<file path="src/rtl/doorlock_pkg.sv">
// Shared types and default timing constants for the door-lock supervisor slice.
package doorlock_pkg;

    typedef enum logic [1:0] {
        IDLE    = 2'd0,
        OPEN    = 2'd1,
        LOCKOUT = 2'd2
    } state_t;

    localparam int unsigned DEF_UNLOCK_CYCLES  = 8;
    localparam int unsigned DEF_MAX_FAILS      = 3;
    localparam int unsigned DEF_LOCKOUT_CYCLES = 16;

endpackage

</file>
<file path="src/rtl/doorlock_edge_det.sv">
// 1-bit rising-edge detector: a held level yields a single one-cycle event.
module doorlock_edge_det (
    input  logic clk,
    input  logic clr,
    input  logic d_i,
    output logic ev_o
);

    logic d_q, d_d;

    always_comb d_d = d_i;

    always_ff @(posedge clk or posedge clr) begin
        if (clr) begin
            d_q <= 1'b0;
        end else begin
            d_q <= d_d;
        end
    end

    assign ev_o = d_i & ~d_q;

endmodule

</file>
<file path="src/rtl/doorlock_supervisor.sv">
// Door-lock supervisor: timed unlock, consecutive-fail counting and lockout.
// Optional latched alarm enabled by defining DOORLOCK_SUPERVISOR_ALARM_EN.
module doorlock_supervisor
    import doorlock_pkg::*;
#(
    parameter int unsigned UNLOCK_CYCLES  = DEF_UNLOCK_CYCLES,
    parameter int unsigned MAX_FAILS      = DEF_MAX_FAILS,
    parameter int unsigned LOCKOUT_CYCLES = DEF_LOCKOUT_CYCLES,
    parameter int unsigned TMR_W          = 8
) (
    input  logic                           clk,
    input  logic                           clr,
    input  logic                           pass_in,
    input  logic                           fail_in,
    input  logic                           relock,
    output logic                           unlock,
    output logic                           locked_out,
    output logic                           det_clr,
    output logic [$clog2(MAX_FAILS+1)-1:0] fail_cnt,
    output logic                           alarm
);

    localparam int unsigned FCW = $clog2(MAX_FAILS + 1);
    localparam logic [TMR_W-1:0] TMR_UNLOCK  = TMR_W'(UNLOCK_CYCLES - 1);
    localparam logic [TMR_W-1:0] TMR_LOCKOUT = TMR_W'(LOCKOUT_CYCLES - 1);

    state_t           state_q, state_d;
    logic [TMR_W-1:0] timer_q, timer_d;
    logic [FCW-1:0]   fail_cnt_q, fail_cnt_d;
    logic             pass_ev, fail_ev;

    doorlock_edge_det u_pass_edge (
        .clk  (clk),
        .clr  (clr),
        .d_i  (pass_in),
        .ev_o (pass_ev)
    );

    doorlock_edge_det u_fail_edge (
        .clk  (clk),
        .clr  (clr),
        .d_i  (fail_in),
        .ev_o (fail_ev)
    );

    always_comb begin
        state_d    = state_q;
        timer_d    = timer_q;
        fail_cnt_d = fail_cnt_q;
        case (state_q)
            IDLE: begin
                // A simultaneous pass and fail is resolved as a fail.
                if (fail_ev) begin
                    if (32'(fail_cnt_q) + 32'd1 == MAX_FAILS) begin
                        state_d    = LOCKOUT;
                        timer_d    = TMR_LOCKOUT;
                        fail_cnt_d = '0;
                    end else begin
                        fail_cnt_d = fail_cnt_q + FCW'(1);
                    end
                end else if (pass_ev) begin
                    state_d    = OPEN;
                    timer_d    = TMR_UNLOCK;
                    fail_cnt_d = '0;
                end
            end
            OPEN: begin
                if (relock) begin
                    state_d = IDLE;
                    timer_d = '0;
                end else if (pass_ev) begin
                    timer_d = TMR_UNLOCK;
                end else if (timer_q == '0) begin
                    state_d = IDLE;
                end else begin
                    timer_d = timer_q - TMR_W'(1);
                end
            end
            LOCKOUT: begin
                if (timer_q == '0) begin
                    state_d = IDLE;
                end else begin
                    timer_d = timer_q - TMR_W'(1);
                end
            end
            default: begin
                state_d    = IDLE;
                timer_d    = '0;
                fail_cnt_d = '0;
            end
        endcase
    end

    always_ff @(posedge clk or posedge clr) begin
        if (clr) begin
            state_q    <= IDLE;
            timer_q    <= '0;
            fail_cnt_q <= '0;
        end else begin
            state_q    <= state_d;
            timer_q    <= timer_d;
            fail_cnt_q <= fail_cnt_d;
        end
    end

    always_comb begin
        unlock     = 1'b0;
        locked_out = 1'b0;
        det_clr    = 1'b0;
        case (state_q)
            OPEN:    unlock = 1'b1;
            LOCKOUT: begin
                locked_out = 1'b1;
                det_clr    = 1'b1;
            end
            default: ;
        endcase
    end

    assign fail_cnt = fail_cnt_q;

`ifdef DOORLOCK_SUPERVISOR_ALARM_EN
    logic alarm_q, alarm_d;

    always_comb begin
        alarm_d = alarm_q;
        if (state_q == IDLE && state_d == LOCKOUT) begin
            alarm_d = 1'b1;
        end else if (state_q == IDLE && state_d == OPEN) begin
            alarm_d = 1'b0;
        end
    end

    always_ff @(posedge clk or posedge clr) begin
        if (clr) begin
            alarm_q <= 1'b0;
        end else begin
            alarm_q <= alarm_d;
        end
    end

    assign alarm = alarm_q;
`else
    assign alarm = 1'b0;
`endif

endmodule
</file>
<file path="config.mk">
export PLATFORM = sky130hd
export DESIGN_NAME = doorlock_supervisor
export DESIGN_NICKNAME = d
export VERILOG_FILES = /design/src/rtl/doorlock_pkg.sv /design/src/rtl/doorlock_edge_det.sv /design/src/rtl/doorlock_supervisor.sv
export SDC_FILE = /design/constraint.sdc
export NUM_CORES = 1
export LEC_CHECK = 0
export ABC_AREA = 1
export BUFFER_PORTS_ARGS = -buffer_cell sky130_fd_sc_hd__buf_2
export CAP_MARGIN = 20
export CORE_MARGIN = 4
export CORE_UTILIZATION = 39
export DETAILED_ROUTE_END_ITERATION = 7
export PLACE_DENSITY = 0.67
export SLEW_MARGIN = 5
export SYNTH_ARGS = -nofsm -noshare
export SYNTH_HDL_FRONTEND = slang
export SYNTH_SLANG_ARGS = --single-unit
</file>
<file path="constraint.sdc">
create_clock -name clk -period 1.6 [get_ports clk]
set_input_delay 0.32 -clock clk [delete_from_list [all_inputs] [get_ports clk]]
set_output_delay 0.32 -clock clk [all_outputs]
set_load 0.03 [all_outputs]
</file>
==> results.md <==
* Via count at 909
* Area growth syn-to-layout at 24.9%
* Drt total wl at 2270 µm
* Yosys reg bits at 14
* Switching Power at 0.00124 W
* PnR worst setup slack at 0.0192 ns
* Synth top area cells: dfrtp_1 35%, nand2_1 11%, inv_1 7.2%
* CP Capture Type: primary output
* Die area at 3410 µm²
* Core Box Area at 2450 µm²
* Via density at 4.97
* HPWL Detailed at 1620 µm
* Worst path max stage delay at 0.46 ns
* ANT cells at 0
* PortBufs at 9
* Setup TNS at 0 ns
* Slew of the pin with the lowest slew margin at 0.542 ns
* YS warnings at 0
* Worst-skew pair later-pin latency at 0.29 ns
* H-tree Lvls at 1
* TritonCTS buffer count at 3
* CTS sink cnt at 14
* Worst Setup Start Kind: register
* Rel. slew slack at 63.8%
* Placer Congestion at 0.874
* Hold_ws at 0.0574 ns
* Storage element area at 352 µm²
* EDFF count, synth at 0
* Switching part of the total at 49.4%
* Final cycle utilization of the critical path at 98.8%
* CTS Hold Bufs at 0
* CTS tree: yes
* GR Overflow Total at 0
* Power Density at 2030 nW/µm²
* Die height at 58.4 µm
* Placed instance area at 1080 µm²
* I/O pin count at 11
* Post-synthesis cell type count at 26
* Max Slew Vio Count at 0
* Initial antenna violation count at 0
* First-pass GRT wire length at 3590 µm
* Layout fillers at 223
* Top cell by count, worst path: buf_4
* Fraction of registers with async set/reset at 100%
* Max-capacitance violation count at 0
* Area occupied by multi-input gates at 569 µm²
* Hold Path Class: input port to asynchronous set/reset pin
* Clk pwr share at 10.4%
* P_int at 0.00127 W
* Gate power share at 64.4%
* DR WL/cell at 12.4 µm
* Sequential share of power at 25.1%
* Arr. time, crit path at 1.26 ns
* Mapped Area at 991 µm²
* Synth top cells by count: 30 x nand2_1, 19 x inv_1, 14 x dfrtp_1
* Fin. Hold Viols at 0
* Initial cell density of the core at 40.4%
* DP Worst Slack at 0.0160 ns
* Global Route Usage Sum at 13.3%
* Vias in the first global route at 802
* Share of cells above drive strength 1 at 35.3%
* DRC at 0
* ANT nets after route at 0
* Worst VDD drop at 1010 µV
* Initial DRC count at 27
* Net count after synthesis at 139
* P_leak at 0.621 nW
* CTS Root Cell: clkbuf_4
* Worst path required time at 1.28 ns
* Upper clock frequency limit at 633 MHz
* Cells after Synth at 129
* Worst-path cell chain: buf_4 -> ha_2 -> buf_4
* Largest area contributor in the netlist: dfrtp_1
* Worst-path fanout max at 5
* DIE WIDTH at 58.4 µm
* Count leader, synth: nand2_1
* Final net count at 164
* Initial DRT Pass Iterations at 4
* Worst Skew at 0.00127 ns
* Worst setup path class: register to primary output
* Final setup vio count at 0
* Clock Tree Buf Depth at 2
* Largest net degree at the start of global routing at 15
* Synth top area share at 35.4%
* Syn avg cell area at 7.68 µm²
* Power, Total at 0.00251 W
* Status: complete, no violations
* Row count at 18
* Final min period at 1.58 ns
* Post-layout instance area at 1240 µm²
* Sequential area share after synthesis at 35.4%
* Clock transition at path regs at 0.09 ns
* Top FF cell, synth: dfrtp_1
* Slowest CP cell: dfrtp_2
final cells by class:
cell class	instances	area share, %
tap	30	3.03
clock buffer	4	2.93
sequential	14	28.4
multi-input combinational	90	46.0
inverter	23	7.38
timing repair buffer	22	12.2
cell families (layout without fill, tap and decap cells):
logic type | Yosys count | after routing | share of synthesized area [%]
AOI/OAI and AO/OA | 18 | 18 | 12.6
xor gates and xnor gates | 2 | 2 | 1.77
adders and majority gates | 5 | 5 | 6.31
buffers and inverters | 25 | 49 | 10.7
DFF | 14 | 14 | 35.4
other | 1 | 1 | 0.378
and+or+nand+nor | 64 | 64 | 32.8
state kept, by name, summed over array words and instances, names as in the netlist:
register	count
timer_q	8
fail_cnt	2
state_q	2
u_fail_edge.d_q	1
u_pass_edge.d_q	1
placed cells by master, fill, tap and decap left out, drive strengths merged:
cell / n
nand4: 4
a21oi: 2
o21ai: 13
buf: 22
nand3: 7
nor2: 17
clkbuf: 4
conb: 1
xor2: 1
a31oi: 2
nor3: 1
o21bai: 1
nand2: 35
dfrtp: 14
ha: 5
xnor2: 1
inv: 23
per-stage QoR:
stage | util, % | cells
3_5_place_dp | 44.0 | 169
4_1_cts | 45.5 | 173
3_3_place_gp | 44.0 | 169
5_1_grt | 50.4 | 183
6_report | 50.4 | 183
2_1_floorplan | - | 129
worst paths after layout:
| path | start | end | slack, ns | cells past startpoint |
|---|---|---|---|---|
| setup / recovery | state_q[1] | locked_out | 0.02 | 3 |
| hold / removal | clr | timer_q[6] | 0.06 | 2 |
| setup reg to reg | state_q[1] | state_q[1] | 0.02 | 7 |
| hold reg to reg | timer_q[1] | timer_q[1] | 0.49 | 2 |
| max in group asynchronous | clr | state_q[1] | 1.16 | 2 |
| min in group clk | pass_in | u_pass_edge.d_q | 0.15 | 1 |
power groups by stage:
stage	combinational [W]	sequential [W]	clock [W]
2_1_floorplan	0.00105	0.000632	0
3_3_place_gp	0.00133	0.000628	0
4_1_cts	0.00137	0.000633	0.000270
6_report	0.00162	0.000632	0.000263
3_5_place_dp	0.00136	0.000641	0
5_1_grt	0.00182	0.000651	0.000286
worst max-delay path, delay by kind of cell (launching register included):
family	cells	cell delay (ns)
DFF	1	0.46
buffers and inverters	2	0.32
adders and majority gates	1	0.19
routing by layer:
metal  vias up  GRT usage, %  share of wire, %
li1        455             -                 -
met5         -             0                 0
met1       419          16.5                43
met3         7          2.19               3.4
met2        28          22.5                51
met4         0          6.29               2.6
repair_timing:
item | CTS | global route
gates resized for setup | 0 | 20
buffers inserted | 0 | 10
setup endpoints to repair | 0 | 14
hold endpoints to repair | 0 | 0
No activity file was read; power rests on OpenSTA's default activity.
